===== src/rtl/ppu_pixel_fifo.sv =====
// ppu_pixel_fifo: show-ahead elastic buffer between the PPU pixel pipeline
// and VGA scan-out. Each entry is a 6-bit NES palette index tagged with a
// start-of-frame bit. A three-state FSM holds the reader off until a frame
// boundary arrives. After an overflow it restarts the queue on the next
// start-of-frame word.
module ppu_pixel_fifo #(
   parameter int DATA_W = 6,
   parameter int DEPTH  = 512,
   parameter int ADDR_W = 9
) (
   input  logic              clk,
   input  logic              reset,
   input  logic              wr_en,
   input  logic [DATA_W-1:0] wr_idx,
   input  logic              wr_sof,
   output logic              full,
   input  logic              rd_en,
   output logic [DATA_W-1:0] rd_idx,
   output logic              rd_sof,
   output logic              empty,
   output logic [ADDR_W:0]   level,
   output logic              overflow,
   output logic              underflow,
   input  logic              clr_err,
   output logic              frame_sync
);

   typedef struct packed {
      logic              sof;
      logic [DATA_W-1:0] idx;
   } pix_t;

   typedef enum logic [1:0] {
      IDLE   = 2'd0,
      RUN    = 2'd1,
      RESYNC = 2'd2
   } state_t;

   // Palette index shown to the VGA side whenever nothing valid is presentable.
   localparam logic [DATA_W-1:0] BLANK_IDX = DATA_W'(6'h0F);
   localparam logic [ADDR_W:0]   FULL_LVL  = (ADDR_W+1)'(DEPTH);

   state_t            state;
   logic [ADDR_W-1:0] wr_ptr;
   logic [ADDR_W-1:0] rd_ptr;
   logic [ADDR_W:0]   level_q;
   pix_t              mem [DEPTH];
   pix_t              head;
   pix_t              wr_word;

   logic in_run;
   logic restart;
   logic push;
   logic pop;
   logic drop;
   logic rd_err;
   logic show;

   assign level   = level_q;
   assign empty   = (level_q == '0);
   assign full    = (level_q == FULL_LVL);
   assign wr_word = {wr_sof, wr_idx};
   assign head    = mem[rd_ptr];

   // Event decode. Outside RUN, only a start-of-frame write does anything.
   // That write restarts the queue at address 0. Inside RUN, a write into a
   // full queue is accepted only if a pop frees a slot on the same edge.
   always_comb begin
      in_run  = (state == RUN);
      restart = (state != RUN) && wr_en && wr_sof;
      pop     = in_run && rd_en && !empty;
      push    = in_run && wr_en && (!full || rd_en);
      drop    = in_run && wr_en && full && !rd_en;
      rd_err  = in_run && rd_en && empty;
      show    = in_run && !empty;
   end

   // Show-ahead head: present the head word only while RUN has data.
   always_comb begin
      rd_idx = BLANK_IDX;
      rd_sof = 1'b0;
      if (show) begin
         rd_idx = head.idx;
         rd_sof = head.sof;
      end
   end

   // Storage array. It has no reset, so stale words are simply overwritten later.
   always_ff @(posedge clk) begin
      if (restart)
         mem[0] <= wr_word;
      else if (push)
         mem[wr_ptr] <= wr_word;
   end

   // Pointer and occupancy bookkeeping. A restart puts the SOF word at slot 0.
   always_ff @(posedge clk or posedge reset) begin
      if (reset) begin
         wr_ptr  <= '0;
         rd_ptr  <= '0;
         level_q <= '0;
      end else if (restart) begin
         wr_ptr  <= ADDR_W'(1);
         rd_ptr  <= '0;
         level_q <= (ADDR_W+1)'(1);
      end else begin
         if (push)
            wr_ptr <= wr_ptr + ADDR_W'(1);
         if (pop)
            rd_ptr <= rd_ptr + ADDR_W'(1);
         case ({push, pop})
            2'b10:   level_q <= level_q + (ADDR_W+1)'(1);
            2'b01:   level_q <= level_q - (ADDR_W+1)'(1);
            default: level_q <= level_q;
         endcase
      end
   end

   // Frame alignment FSM: wait for SOF, run, and fall back to RESYNC on overflow.
   always_ff @(posedge clk or posedge reset) begin
      if (reset) begin
         state <= IDLE;
      end else begin
         case (state)
            IDLE:    if (restart) state <= RUN;
            RUN:     if (drop)    state <= RESYNC;
            RESYNC:  if (restart) state <= RUN;
            default: state <= IDLE;
         endcase
      end
   end

   // Sticky error flags. A set event wins over a clear on the same edge.
   always_ff @(posedge clk or posedge reset) begin
      if (reset) begin
         overflow  <= 1'b0;
         underflow <= 1'b0;
      end else begin
         overflow  <= (overflow  && !clr_err) || drop;
         underflow <= (underflow && !clr_err) || rd_err;
      end
   end

   // Pulse one cycle after a start-of-frame word leaves the queue.
   always_ff @(posedge clk or posedge reset) begin
      if (reset)
         frame_sync <= 1'b0;
      else
         frame_sync <= pop && head.sof;
   end

endmodule


===== config.mk =====
export PLATFORM = sky130hd
export DESIGN_NAME = ppu_pixel_fifo
export DESIGN_NICKNAME = d
export VERILOG_FILES = /design/src/rtl/ppu_pixel_fifo.sv
export SDC_FILE = /design/constraint.sdc
export NUM_CORES = 2
export LEC_CHECK = 0
export BUFFER_PORTS_ARGS = -buffer_cell sky130_fd_sc_hd__buf_2
export CAP_MARGIN = 20
export CORE_ASPECT_RATIO = 0.75
export CORE_UTILIZATION = 60
export DETAILED_ROUTE_END_ITERATION = 7
export PLACE_DENSITY = 0.76
export SYNTH_ARGS = -nofsm -noshare
export SYNTH_HDL_FRONTEND = slang
export SYNTH_SLANG_ARGS = --single-unit

===== constraint.sdc =====
create_clock -name clk -period 4.3 [get_ports clk]
set_input_delay 0 -clock clk [delete_from_list [all_inputs] [get_ports clk]]
set_output_delay 0 -clock clk [all_outputs]
set_load 0.005 [all_outputs]

After elaboration in Yosys (flattened, before gate mapping)

Memory sizes are Yosys's and may differ from the RTL's.
Index checks and enable logic that the tools add are counted.

Memories: 1
Output and inout port bits: 22
Bits in registers: 33
Bits in writable memories: 3584

Reductions and logical operators: 28
Equal/unequal tests: 8
Mux-type cells: 19
Add/subtract/negate cells: 4

Memory list:

| name | depth | width | read ports | clocked after memory_dff | write ports | line | RTL |
|---|---|---|---|---|---|---|---|
| mem  | 512   | 7     | 1          | 0                        | 1           | 47   | `pix_t mem [DEPTH];` |

Operators by type and width:

| cell                  | count |
|---|---|
| $mux 9                | 5 |
| $pmux 10 s2           | 1 |
| $add 9x1->9 const B   | 2 |
| $logic_and 1x1->1     | 13 |
| $add 10x1->10 const B | 1 |
| $eq 10x10->1 const B  | 1 |
| $logic_not 10->1      | 1 |
| $mux 10               | 1 |
| $sub 10x1->10 const B | 1 |
| $mux 1                | 7 |
| $mux 7                | 1 |
| $reduce_or 7->1       | 1 |
| $mux 6                | 1 |
| $ne 2x1->1 const B    | 3 |
| $eq 2x1->1 const B    | 2 |
| $eq 2x2->1 const B    | 2 |
| $logic_not 1->1       | 4 |
| $mux 2                | 2 |
| $pmux 2 s2            | 1 |
| $reduce_bool 2->1     | 2 |
| $logic_or 1x1->1      | 3 |
| $reduce_bool 3->1     | 1 |
| $logic_not 2->1       | 1 |
| $reduce_and 2->1      | 1 |
| $reduce_or 2->1       | 1 |

Logic depth before layout (Yosys ltp)

Depth after elaboration: 9
Depth in mapped cells: 15
Mapped depth without buffers: 14

Least setup slack after synthesis

OpenSTA, ideal clock, no wires.

Path type: reg-to-reg
Start point: register level_q[7] (netlist: level[7])
End point: register level_q[9] (netlist: level[9])
Slack: 0.876 ns
Cell stages (with the launch flop): 16
Period minus slack after synthesis: 3.424 ns
Data required time: 4.235 ns
Path buffers: 1
Arrival: 3.359 ns
Cell sequence: dfrtp_1 > nor4_1 > a41oi_1 > and2_1 > clkbuf_1 > nand2b_1 > inv_1 > ha_1 > a21o_1 > a21oi_1 > o21ai_0 > a21oi_1 > o21ai_0 > a31oi_1 > mux2i_1 > o22a_1

Cells in the longest elaborated chain, start to end: 7
Elaborated cells on any way between the ends: 14
Classes of those cells: add/sub (2); eq/ne (3); mux (2); reduce/logical (7)

RTL lines:

| what                                                  | line | RTL |
|---|---|---|
| start, declared                                       | 46   | `logic [ADDR_W:0] level_q;` |
| start signal, assigned                                | 105  | `level_q <= (ADDR_W+1)'(1);` |
| start signal, assigned                                | 112  | `2'b10: level_q <= level_q + (ADDR_W+1)'(1);` |
| start signal, assigned                                | 113  | `2'b01: level_q <= level_q - (ADDR_W+1)'(1);` |
| branches (longest 7 deep; another with $sub 10x1->10) | --   |  |

Several ways; the timed one is not identified.
A chain may end at the register's enable or synchronous reset.

Final worst setup path

Start point: register rd_ptr[1]
End point: output port rd_idx[5]

Cells in the longest elaborated chain, start to end: 2

RTL lines:

| what                   | line | RTL |
|---|---|---|
| start, declared        | 45   | `logic [ADDR_W-1:0] rd_ptr;` |
| start signal, assigned | 110  | `rd_ptr <= rd_ptr + ADDR_W'(1);` |
| $mem_v2 512x7          | --   |  |
| $mux 6                 | 82   | `if (show) begin` |
| end, declared          | 18   | `output logic [DATA_W-1:0] rd_idx,` |

No other way between the ends.

==> flow_metrics.tcl <==
set metrics [dict create \
    p_sw_mw 35.4 \
    routed_wl_um 409000 \
    grt_antenna_before_repair 18 \
    detail_route.vias_per_cell 7.18 \
    postSynthNetCount 6983 \
    antenna_violating_nets_post_route 0 \
    cpMaxStageDelayCell "sky130_fd_sc_hd__dfrtp_4" \
    final-hold-violation-count 0 \
    synth_top_area_share_pct 75.8 \
    finClkSkew_ns 0.0453 \
    worst-setup-path-type "flip-flop to output pin" \
    crit_end "rd_idx[5]" \
    setup.worst_path.start "rd_ptr[1]" \
    area_growth_syn_to_layout_pct 14.6 \
    p_comb_share_pct 35.5 \
    placed_cells_incl_taps 10200 \
    met2RoutedLength_um 179000 \
    r2r_end "level[9]" \
    worstReg2RegStart "level[7]" \
    insertion_delay_ns 0.93 \
    layout.nets 7583 \
    max_stage_delay_ns 0.58 \
    clock_tree_from_tritoncts "yes" \
    clkPwrFrac_pct 27.3 \
    layout-drive-gt1-share_pct 27.5 \
    cts_buffers 328 \
    seqPwrFrac_pct 37.2 \
    root_buffer "sky130_fd_sc_hd__clkbuf_16" \
    hpwlAfterDp_um 239000 \
    dr.pass1.iters 7 \
    die_h_um 423 \
    worst_hold_path_type "input pin to flip-flop" \
    route.vias.total 78500 \
    finalCritPeriodShare_pct 107 \
    yosysTopAreaCell "sky130_fd_sc_hd__edfxtp_1" \
    run_status "complete, but fails checks" \
    cp_max_fo 10 \
    die_x_um 564 \
    power_per_cell_area_nw_per_um2 650 \
    io_pins 34 \
    drc 0 \
    seq_area_frac_synth_pct 76.4 \
    cp_data_required_time_ns 4.30 \
    synth.ff_latch_count 3617 \
    tritoncts_num_sinks 3617 \
    worst_slack_ns -0.281 \
    setup-violations-final 7 \
    drt-initial-drc-count 14400 \
    post_synth_instance_area_um2 142000 \
    uppermost_layer_routed "met5" \
    leakage_nw 52.2 \
    placementRows 154 \
    cap_viol_max_count 0 \
    number_of_slew_limit_violations_in_the_final_report 0 \
    grt_first_pass_wirelength_um 572000 \
    rsz0062_at_grt "yes" \
    synth_cells 6960 \
    max-clock-path-buffers 4 \
    crit_path_start_kind "flip-flop" \
    peakVddDrop_v 0.000694 \
    met3WireLength_um 68700 \
    number_of_synthesized_flops_with_an_enable_pin 3584 \
    start_util_pct 60.4 \
    final_cells 10900 \
    r2r_setup_slack_ns 0.23 \
    place_worst_setup_slack_ns -0.325 \
    critical_path.most_common_cell "sky130_fd_sc_hd__buf_4" \
    cellInternalPower_mw 70.3 \
    die_ar_um2 239000 \
    synth_top_cells_by_area "sky130_fd_sc_hd__edfxtp_1 (76%), sky130_fd_sc_hd__mux4_2 (12%), sky130_fd_sc_hd__mux2i_1 (2.8%)" \
    htree_levels 5 \
    grt_pass1_vias 76400 \
    violations "setup timing" \
    synth_flop_cell "sky130_fd_sc_hd__edfxtp_1" \
    worst_pin_slew_ns 1.12 \
    relSlewSlack_pct 24.9 \
    final.setup.tns_ns -1.49 \
    ordered_list_of_cells_on_the_worst_path "buf_2 -> buf_4 -> nor2b_4 -> buf_4 -> a22oi_1 -> nand3_1 -> o2111ai_4 -> a221oi_4 -> a311oi_2 -> buf_4 -> o31a_1 -> buf_2" \
    postSynthAreaPerCell_um2 20.4 \
    grt_overall_usage_pct 34.3 \
    grt_start_max_net_pins 179 \
    io_buffers 33 \
    ys.warnings.count 0 \
    timing.critical_path.to_type "output pin" \
    cts.reportedPaths.clkPinSlew_ns 0.07 \
    worst_ep_arrival_time_ns 4.58 \
    grt_overflow_total 0 \
    max_clock_freq_mhz 218 \
    synth_cell_types 76 \
    placement.cell_area_um2 148000 \
    gp_routability_congestion 0.914 \
    core-area_um2 235000 \
    final_cell_area_um2 163000 \
    finalCriticalPeriod_ns 4.58 \
    wl_met1_um 141000 \
    netSwitchingFraction_pct 33.5 \
    fin_total_pwr_mw 106 \
    async_reset_ff_share_pct 0.912 \
    wl_per_cell_um 37.4 \
    worst-r2r-cell-count 14 \
]
## final cells by class
cell class | instances | area (um^2)
clock inverters | 187 | 1760
fillers | 13600 | 72400
clock buffers | 397 | 8580
flip-flops and latches | 3617 | 108000
multi-input cells | 2873 | 32000
inverters | 22 | 125
diodes | 7 | 17.5
well taps | 3120 | 3900
repair buffers | 718 | 7790
## critical path: cells and delay by family, from the launching register on
family                 cells  cell delay [ns]
AOI/OAI and AO/OA          5             1.26
buffers and inverters      5             1.16
and+or+nand+nor            2             0.63
DFF                        1             0.58
## layer usage
metal | up-vias | global-route usage [%]
li1 | 30100 | -
met1 | 40000 | 48.6
met2 | 7210 | 48.9
met3 | 1174 | 12.2
met4 | 14 | 14.5
met5 | - | 0.282
## logic make-up after synthesis
kind of cell	share of synthesized area, %
XOR/XNOR	0.111
buffers and inverters	2.05
flip-flops	76.4
adder cells (fa/ha/maj)	0.102
AND/OR/NAND/NOR	2.80
AO/OA/AOI/OAI	3.55
multiplexers	15.0
## registers in the layout (all words and copies together), names as in the netlist
name	cells
underflow	1
wr_ptr	9
rd_ptr	9
overflow	1
level	10
frame_sync	1
state	2
mem	3584
## worst min-delay path by stage
| stage | start | to | slack (ns) | cells past startpoint |
|---|---|---|---|---|
| 2_1_floorplan | clr_err | overflow | 0.1 | 1 |
| 3_3_place_gp | reset | overflow | 0.15 | 3 |
| 3_5_place_dp | reset | underflow | 0.15 | 3 |
| 4_1_cts | wr_en | state[0] | 0.02 | 4 |
| 5_1_grt | wr_en | state[0] | 0.1 | 4 |
| 6_report | wr_en | state[0] | 0.10 | 4 |
## cell usage after synthesis (26+ instances only)
master / count
sky130_fd_sc_hd__buf_6: 57
sky130_fd_sc_hd__nor3_1: 44
sky130_fd_sc_hd__clkbuf_1: 198
sky130_fd_sc_hd__buf_2: 81
sky130_fd_sc_hd__a22o_1: 27
sky130_fd_sc_hd__mux4_2: 753
sky130_fd_sc_hd__edfxtp_1: 3584
sky130_fd_sc_hd__a21oi_1: 116
sky130_fd_sc_hd__a221oi_1: 79
sky130_fd_sc_hd__o221ai_1: 81
sky130_fd_sc_hd__mux2i_1: 399
sky130_fd_sc_hd__buf_8: 27
sky130_fd_sc_hd__dfrtp_1: 33
sky130_fd_sc_hd__nor2_1: 616
sky130_fd_sc_hd__a22oi_1: 67
sky130_fd_sc_hd__mux2_2: 26
sky130_fd_sc_hd__buf_1: 37
sky130_fd_sc_hd__o21ai_0: 85
sky130_fd_sc_hd__nand2_1: 149
sky130_fd_sc_hd__buf_4: 37
sky130_fd_sc_hd__o22ai_1: 91
sky130_fd_sc_hd__nand3_1: 53
sky130_fd_sc_hd__a31oi_1: 35
## what timing repair did
action                                  4_1_cts  5_1_grt
hold buffers                                 17        0
setup buffers                                75       31
endpoints found under the hold margin      1378        0
pin swaps                                    49       45
endpoints found under the setup margin        8        7
cloned                                       26        5
resized for setup                           282      101
## power by group through the flow
stage               clock network, mW  registers [mW]  logic [mW]
floorplan                           0            39.8        18.8
global placement                    0            40.1        30.7
detailed placement                  0            40.1        31.0
CTS                              28.9            39.3        35.3
global route                     30.2            39.3        37.9
finish                           28.9            39.3        37.5
## cells in the final DEF, fill, tap and decap left out, types with 16 or more instances in the layout
| cell | Yosys | layout |
|---|---|---|
| sky130_fd_sc_hd__edfxtp_1 | 3584 | 3584 |
| sky130_fd_sc_hd__mux4_2 | 753 | 753 |
| sky130_fd_sc_hd__nor2_1 | 616 | 600 |
| sky130_fd_sc_hd__buf_4 | 37 | 493 |
| sky130_fd_sc_hd__mux2i_1 | 399 | 384 |
| sky130_fd_sc_hd__clkbuf_16 | 0 | 338 |
| sky130_fd_sc_hd__nand2_1 | 149 | 128 |
| sky130_fd_sc_hd__a21oi_1 | 116 | 100 |
| sky130_fd_sc_hd__o22ai_1 | 91 | 80 |
| sky130_fd_sc_hd__buf_12 | 11 | 80 |
| sky130_fd_sc_hd__o21ai_0 | 85 | 75 |
| sky130_fd_sc_hd__o221ai_1 | 81 | 71 |
| sky130_fd_sc_hd__clkinv_1 | 2 | 66 |
| sky130_fd_sc_hd__clkbuf_1 | 198 | 63 |
| sky130_fd_sc_hd__clkinv_2 | 0 | 63 |
| sky130_fd_sc_hd__a22oi_1 | 67 | 60 |
| sky130_fd_sc_hd__a221oi_1 | 79 | 52 |
| sky130_fd_sc_hd__nand3_1 | 53 | 47 |
| sky130_fd_sc_hd__nor3_1 | 44 | 36 |
| sky130_fd_sc_hd__buf_6 | 57 | 34 |
| sky130_fd_sc_hd__buf_16 | 0 | 33 |
| sky130_fd_sc_hd__a31oi_1 | 35 | 29 |
| sky130_fd_sc_hd__bufinv_16 | 0 | 27 |
| sky130_fd_sc_hd__a22o_1 | 27 | 26 |
| sky130_fd_sc_hd__dfrtp_1 | 33 | 26 |
| sky130_fd_sc_hd__mux2_2 | 26 | 25 |
| sky130_fd_sc_hd__buf_2 | 81 | 22 |
| sky130_fd_sc_hd__a221oi_2 | 2 | 20 |
| sky130_fd_sc_hd__buf_8 | 27 | 18 |
| sky130_fd_sc_hd__inv_1 | 19 | 17 |
| sky130_fd_sc_hd__dlygate4sd3_1 | 0 | 17 |
| sky130_fd_sc_hd__bufbuf_16 | 0 | 16 |
## stage by stage
stage | util (%) | hold slack (ns)
floorplan | - | 0.0964
global placement | 63.2 | 0.152
detailed placement | 63.2 | 0.153
CTS | 68.9 | 0.0243
global route | 69.2 | 0.0973
finish | 69.2 | 0.101
Note: power is estimated with default switching activity, not from simulation.
